**config.mk**
```make
export PLATFORM = sky130hd
export DESIGN_NAME = alu_nibble_seq
export DESIGN_NICKNAME = d
export VERILOG_FILES = /design/src/rtl/alu_nibble_seq.sv
export SDC_FILE = /design/constraint.sdc
export NUM_CORES = 1
export LEC_CHECK = 0
export BUFFER_PORTS_ARGS = -buffer_cell sky130_fd_sc_hd__buf_2
export CAP_MARGIN = 30
export CORE_UTILIZATION = 47
export DETAILED_ROUTE_END_ITERATION = 10
export PLACE_DENSITY_LB_ADDON = 0.2
export REMOVE_ABC_BUFFERS = 1
export SYNTH_ARGS = -nofsm -noshare
export SYNTH_HDL_FRONTEND = slang
export SYNTH_SLANG_ARGS = --single-unit
```
**constraint.sdc**
```tcl
create_clock -name clk -period 2 [get_ports clk]
set_input_delay 0.2 -clock clk [delete_from_list [all_inputs] [get_ports clk]]
set_output_delay 0.2 -clock clk [all_outputs]
set_load 0.02 [all_outputs]
```
**src/rtl/alu_nibble_seq.sv**
```systemverilog
// alu_nibble_seq: W-bit ALU operation sequenced as NIBBLES passes through an
// external 4-bit ALU slice. Operands are latched on start. Each RUN cycle drives
// one nibble to the slice, writes back its data output and threads the carry or
// shift bit to the next pass.
module alu_nibble_seq #(
  parameter int NIBBLES = 2
) (
  input  logic                 clk,
  input  logic                 rst,
  input  logic                 start,
  input  logic [4*NIBBLES-1:0] op_a,
  input  logic [4*NIBBLES-1:0] op_b,
  input  logic [2:0]           func,
  input  logic                 com,
  input  logic                 cin,
  output logic                 busy,
  output logic                 done,
  output logic [4*NIBBLES-1:0] result,
  output logic                 cout,
  output logic                 zero,
  output logic                 eq,
  output logic [3:0]           slice_a,
  output logic [3:0]           slice_b,
  output logic [2:0]           slice_f,
  output logic                 slice_com,
  output logic                 slice_ci_left,
  output logic                 slice_ci_right,
  input  logic [3:0]           slice_d,
  input  logic                 slice_co_left,
  input  logic                 slice_co_right,
  input  logic                 slice_equ
);

  localparam int W = 4 * NIBBLES;

  localparam logic [2:0] F_ADD = 3'd0;
  localparam logic [2:0] F_SHR = 3'd6;
  localparam logic [2:0] F_SHL = 3'd7;

  typedef enum logic [1:0] {
    S_IDLE = 2'd0,
    S_RUN  = 2'd1,
    S_DONE = 2'd2
  } state_t;

  state_t         r_state;
  state_t         w_state_nxt;
  logic           w_accept;
  logic           w_last;
  logic [1:0]     r_k;
  logic [1:0]     w_idx;
  logic [W-1:0]   r_a;
  logic [W-1:0]   r_b;
  logic [2:0]     r_func;
  logic           r_com;
  logic           r_carry;
  logic           w_carry_nxt;
  logic           r_eq;
  logic [W-1:0]   r_result;

  assign w_last = (r_k == 2'(NIBBLES - 1));

  // SHR walks from the most significant nibble down; every other function
  // walks from the least significant nibble up.
  assign w_idx = (r_func == F_SHR) ? (2'(NIBBLES - 1) - r_k) : r_k;

  // State register.
  always_ff @(posedge clk) begin
    // NOTE: clocked state uses non-blocking assignments so every register
    // samples the pre-edge values, independent of process evaluation order.
    if (rst) begin
      r_state <= S_IDLE;
    end else begin
      r_state <= w_state_nxt;
    end
  end

  // Next-state decode plus busy/done status and start acceptance.
  always_comb begin
    // NOTE: every output of this block gets a default first, so no path can
    // leave a value unassigned and infer a latch.
    w_state_nxt = r_state;
    w_accept    = 1'b0;
    busy        = 1'b0;
    done        = 1'b0;
    case (r_state)
      S_IDLE: begin
        if (start) begin
          w_accept    = 1'b1;
          w_state_nxt = S_RUN;
        end
      end
      S_RUN: begin
        busy = 1'b1;
        if (w_last) begin
          w_state_nxt = S_DONE;
        end
      end
      S_DONE: begin
        done = 1'b1;
        if (start) begin
          w_accept    = 1'b1;
          w_state_nxt = S_RUN;
        end else begin
          w_state_nxt = S_IDLE;
        end
      end
      default: w_state_nxt = S_IDLE;
    endcase
  end

  // Slice drive: active only in RUN, all zero otherwise.
  always_comb begin
    slice_a        = 4'h0;
    slice_b        = 4'h0;
    slice_f        = 3'd0;
    slice_com      = 1'b0;
    slice_ci_left  = 1'b0;
    slice_ci_right = 1'b0;
    if (r_state == S_RUN) begin
      slice_a   = r_a[w_idx*4 +: 4];
      slice_b   = r_b[w_idx*4 +: 4];
      slice_f   = r_func;
      slice_com = r_com;
      case (r_func)
        F_ADD, F_SHL: slice_ci_right = r_carry;
        F_SHR:        slice_ci_left  = r_carry;
        default:      ;
      endcase
    end
  end

  // Carry or shift bit handed from this pass to the next one.
  always_comb begin
    case (r_func)
      F_ADD, F_SHL: w_carry_nxt = slice_co_left;
      F_SHR:        w_carry_nxt = slice_co_right;
      default:      w_carry_nxt = 1'b0;
    endcase
  end

  // Operand and mode latches, loaded only when a start is accepted.
  always_ff @(posedge clk) begin
    // NOTE: these registers have no reset. They are read only in RUN, which
    // can only be entered through a load, and the slice outputs are gated to
    // zero outside RUN.
    if (w_accept) begin
      r_a    <= op_a;
      r_b    <= op_b;
      r_func <= func;
      r_com  <= com;
    end
  end

  // Pass counter, result assembly, carry and equality accumulation.
  always_ff @(posedge clk) begin
    if (rst) begin
      r_k      <= 2'd0;
      r_result <= '0;
      r_carry  <= 1'b0;
      r_eq     <= 1'b0;
    end else if (w_accept) begin
      r_k     <= 2'd0;
      r_carry <= cin;
      r_eq    <= 1'b1;
    end else if (r_state == S_RUN) begin
      r_k                   <= r_k + 2'd1;
      r_result[w_idx*4 +: 4] <= slice_d;
      r_carry               <= w_carry_nxt;
      r_eq                  <= r_eq & slice_equ;
    end
  end

  assign result = r_result;
  assign cout   = r_carry;
  assign zero   = (r_result == '0);
  assign eq     = r_eq;

endmodule

```
Word-level counts from Yosys, hierarchy flattened
Index checks and enable logic that the tools add are counted.
Widths: inputs -> output; s select.
{"block": "word_totals", "ff_bits": 34, "input_bits": 31, "out_inout_bits": 27, "word_cells": 57}
{"block": "op_classes", "n_addsub": 3, "n_eq_ne": 7, "shifts": 4, "muxes": 23, "n_bitwise": 2, "reduce_logical": 9}
{"cell": "$neg 4->34", "n": 1}
{"cell": "$shift 4x34->8 const A", "n": 1}
{"cell": "$shiftx 4x34->8", "n": 1}
{"cell": "$shiftx 8x5->4", "n": 2}
{"cell": "$mux 1", "n": 14}
{"cell": "$bwmux 8", "n": 1}
{"cell": "$logic_not 8->1", "n": 1}
{"cell": "$mux 4", "n": 2}
{"cell": "$eq 3x3->1 const B", "n": 2}
{"cell": "$mux 2", "n": 3}
{"cell": "$pmux 2 s3", "n": 1}
{"cell": "$reduce_or 2->1", "n": 3}
{"cell": "$eq 2x1->1 const B", "n": 2}
{"cell": "$ne 2x2->1 const B", "n": 2}
{"cell": "$reduce_and 2->1", "n": 2}
{"cell": "$logic_not 3->1", "n": 1}
{"cell": "$mux 3", "n": 1}
{"cell": "$add 2x1->2 const B", "n": 1}
{"cell": "$eq 2x2->1 const B", "n": 1}
{"cell": "$logic_not 2->1", "n": 1}
{"cell": "$pmux 1 s2", "n": 1}
{"cell": "$reduce_bool 2->1", "n": 1}
{"cell": "$sub 1x2->2 const A", "n": 1}
{"cell": "$and 1x1->1", "n": 1}
{"cell": "$not 1->1", "n": 1}

Longest topological paths before layout
{"block": "logic_depth", "word_depth": 5, "depth_mapped": 8, "depth_no_buf": 7}

Worst setup path after synthesis
Ideal clock, no wire load.
{"block": "synth_path", "path_kind": "reg-to-reg", "start": "register r_func[0]", "end": "register r_result[4], in the netlist result[4]", "setup_time_ns": 0.070, "t_arrival_ns": 1.643, "required_time_ns": 1.930, "path_slack_ns": 0.287, "path_stages_with_launch": 8, "n_path_buf": 1, "synth_period_minus_slack_ns": 1.713, "cell_sequence": "edfxtp_1 nand3b_4 xor2_2 inv_2 buf_6 ha_1 nand4b_1 a21oi_1"}
{"block": "synth_between", "elab_chain_cells": 5, "word_cells_on_any_way": 6, "cone_classes": "add/sub: 1; eq/ne: 1; shift: 2; mux: 2"}
{"item": "from (decl)", "line_no": "54", "source": "logic [2:0] r_func;"}
{"item": "from (signal assigned)", "line_no": "150", "source": "r_func <= func;"}
{"item": "$eq 3x3->1 (*)", "line_no": "65", "source": "assign w_idx = (r_func == F_SHR) ? (2'(NIBBLES - 1) - r_k) : r_k;"}
{"item": "$mux 2 (*)", "line_no": "65"}
{"item": "$neg 4->34 (*)", "line_no": "168", "source": "r_result[w_idx*4 +: 4] <= slice_d;"}
{"item": "$shiftx 4x34->8 / $shift 4x34->8 (equally long branches)", "line_no": "168"}
{"item": "$bwmux 8 (*)", "line_no": "168"}
{"item": "to (signal, indexed assignment)", "line_no": "168"}
{"item": "to (decl)", "line_no": "59", "source": "logic [W-1:0] r_result;"}
Mark *: on every way between the ends. The rest lies on a longest branch, timed or not.
A chain may end at the register's enable or synchronous reset.

Final worst setup path
{"block": "layout_path", "start": "register r_func[0]", "end": "output port slice_ci_right"}
{"block": "layout_between", "elab_chain_cells": 4, "word_cells_on_any_way": 5, "cone_classes": "eq/ne: 1; mux: 2; reduce/logical: 2"}
{"item": "$eq 3x3->1 / $logic_not 3->1 (equally long branches)", "line_no": "125", "source": "case (r_func)"}
{"item": "$reduce_or 2->1 (*)", "line_no": "125"}
{"item": "$mux 1 (*)", "line_no": "125"}
{"item": "$mux 1 (*)", "line_no": "120", "source": "if (r_state == S_RUN) begin"}
{"item": "to (decl)", "line_no": "27", "source": "output logic slice_ci_right,"}
Marked as above.

==> run metrics <==
Post-Synthesis Cell Area 0.00143 mm^2; Slew headroom 69.4%; Via Count 1198; Total Wirelength a little under 3000 um; CTS max path bufs 2; Horiz. Die Dim 57.1 um; Clk network pwr share 25.0%; Max Clock Freq 0.506 GHz; number of cell rows 19; R2R cell count 6; Antenna Cells 0; Leak Pwr 0.835 nW; final setup fails 0; final hold vios 0; worst hold slack 24.8 ps; Yosys top cell by area edfxtp_1; Via density 5.28; Congestion Overflow GR 0; reg-to-reg critical path startpoint r_func[0]; fin worst setup slack around 23 ps; I/O pin count slightly below 60; Post-DP HPWL 2050 um; worst reg-to-reg setup slack 180 ps; worst slack, placed 248 ps; VDD IR max between 500 and 600 uV; #FFs+latches synth 34; synthesized area per cell 11.0 um^2; GRT Overall Usage roughly a fifth; Post-Syn Instances 130; drt drc 6; Starting Density approximately 50%; synth cell count leaders 24 x nand2_1, 20 x edfxtp_1, 17 x a21oi_1; hold path start op_a[2]; Tot Pwr 1.47 mW; library cells used by synthesis 30; initial antenna violation count 0; Yosys top cell area share 42.0%; Max H-tree Level 2; share of layout cells above drive strength 1 39.3%; Sw Ratio between 20% and 30%; failing checks DRC; critical path arrival 1780 ps; Final Cycle Share 98.9%; die area 0.00326 mm^2; Placer Congestion ~0.8; HP Class input pin to register; Buffers on Ports 57; critical path class register to primary output; Seq/Total Area, Yosys 61.6%; setup tns final 0 ps; final net count 228; Logic pwr share 19.6%; Final Core Density between 60% and 70%; unrepaired setup endpoints after global routing true; Core Box Area between 0.002 and 0.003 mm^2; most area-consuming cells after synthesis edfxtp_1 42%, dfxtp_1 20%, nand2_1 6.3%; max-cap viol count 0; WHS Endpoint r_a[2]; DR WL/cell 13.1 um; DR pass1 iterations 7; status finished, violations left; final clock skew approximately 10 ps; Slew Viols, Final 0; worst reg2reg endpoint result[6]; Sequential Power Share 55.3%; Main synth FF type edfxtp_1; EDFF count, synth 20; vias in the first global route 1109; Worst Tran Pin Value 458 ps; Worst setup EP type primary output; Period minus WS final 1980 ps; Crit path required time 1800 ps; cts bufs inserted 5; count leader, synth nand2_1; first-pass GRT wire length between 4000 and 5000 um; Pwr Density 782 mW/mm^2; CTS tree yes; NetSw 0.431 mW; CP Launch Type register; clock latency on the worst-skew pair 340 ps; largest net degree at the start of global routing 18; initial DRC count 55; Syn-to-layout area delta 31.3%; maximum fanout along the worst path 4; Post-DRT Antenna Nets 0; clk sinks 34; YS warnings 0; CTS root buffer clkbuf_4; cell internal pwr 1.04 mW; hold path cells 1; FILL cells roughly 240; clock-pin slew on the worst setup and hold paths 110 ps; async set-reset flop share out of synthesis 0%; die height 57.1 um
[layout by cell type (no fill, tap or decap), types with 5 or more instances in the layout]
cell and n:
o21ai_0 5, buf_2 48, nand2_1 23, a21oi_1 16, edfxtp_1 20, clkbuf_4 5, dfxtp_1 14, buf_4 11
nor2_1 8
[worst max-delay path by stage]
| stage | from | depth (start not counted) | to |
|---|---|---|---|
| after floorplan | r_func[0] | 6 | result[5] |
| after global placement | r_func[0] | 6 | result[5] |
| after detailed placement | r_func[0] | 6 | result[6] |
| after CTS | r_func[0] | 6 | slice_b[1] |
| after global routing | r_func[0] | 6 | slice_a[0] |
| final | r_func[0] | 5 | slice_ci_right |
[power by group through the flow]
| stage | logic, mW | registers [mW] | clock network [mW] |
|---|---|---|---|
| CTS | 0.268 | 0.811 | 0.379 |
| global route | 0.314 | 0.817 | 0.406 |
| floorplan | 0.147 | 0.833 | 0 |
| finish | 0.288 | 0.811 | 0.367 |
| detailed placement | 0.262 | 0.826 | 0 |
| global placement | 0.256 | 0.823 | 0 |
[per-stage QoR]
step | cell area (um^2) | cells
floorplan | 1390 | 125
CTS | 1810 | 224
global placement | 1740 | 216
global route | 1880 | 227
detailed placement | 1740 | 216
finish | 1880 | 227
[final cells by class]
cell class	instances	area, um^2	area share, %
clock buffers	5	37.5	2.00
clock inverters	3	16.3	0.867
inverters	4	20.0	1.07
multi-input cells	87	515	27.5
flip-flops and latches	34	881	47.0
well taps	31	38.8	2.07
repair buffers	63	367	19.5
[sequential cells by signal, indices dropped and copies added, names as in the netlist]
name,count
r_state,2
r_b,8
result,8
eq,1
cout,1
r_com,1
r_func,3
r_a,8
r_k,2
[timing repair]
action	CTS	global route
hold buffers	0	1
pin swaps	0	1
resized for setup	3	17
gates cloned	0	1
endpoints found under the hold margin	0	1
endpoints found under the setup margin	7	8
setup buffers	0	1
[worst max-delay path, cell delays in order (launching register included)]
cell and delay [ps]:
edfxtp_1 450, buf_6 140, or3_2 480, nand2_2 80, and3_4 180, buf_6 110
[logic make-up (layout without fill, tap and decap cells)]
family | count (synthesis) | in the layout | share of synthesized area [%]
xor+xnor | 2 | 2 | 1.75
flops | 34 | 34 | 61.6
buf+inv | 9 | 75 | 3.85
compound gates | 24 | 24 | 8.93
simple gates | 59 | 59 | 22.1
fa+ha+maj | 2 | 2 | 1.75
[routing by layer]
| metal | GRT usage, % | share of wire [%] | vias to the layer above | wire length, um |
|---|---|---|---|---|
| li1 | - | - | 595 | - |
| met2 | 32.3 | 49 | 43 | 1460 |
| met5 | 0 | 0 | - | 0 |
| met3 | 6.80 | 6.4 | 6 | 189 |
| met1 | 23.0 | 43 | 554 | 1270 |
| met4 | 7.32 | 1.5 | 0 | 46 |
Note: power is estimated with default switching activity, not from simulation.
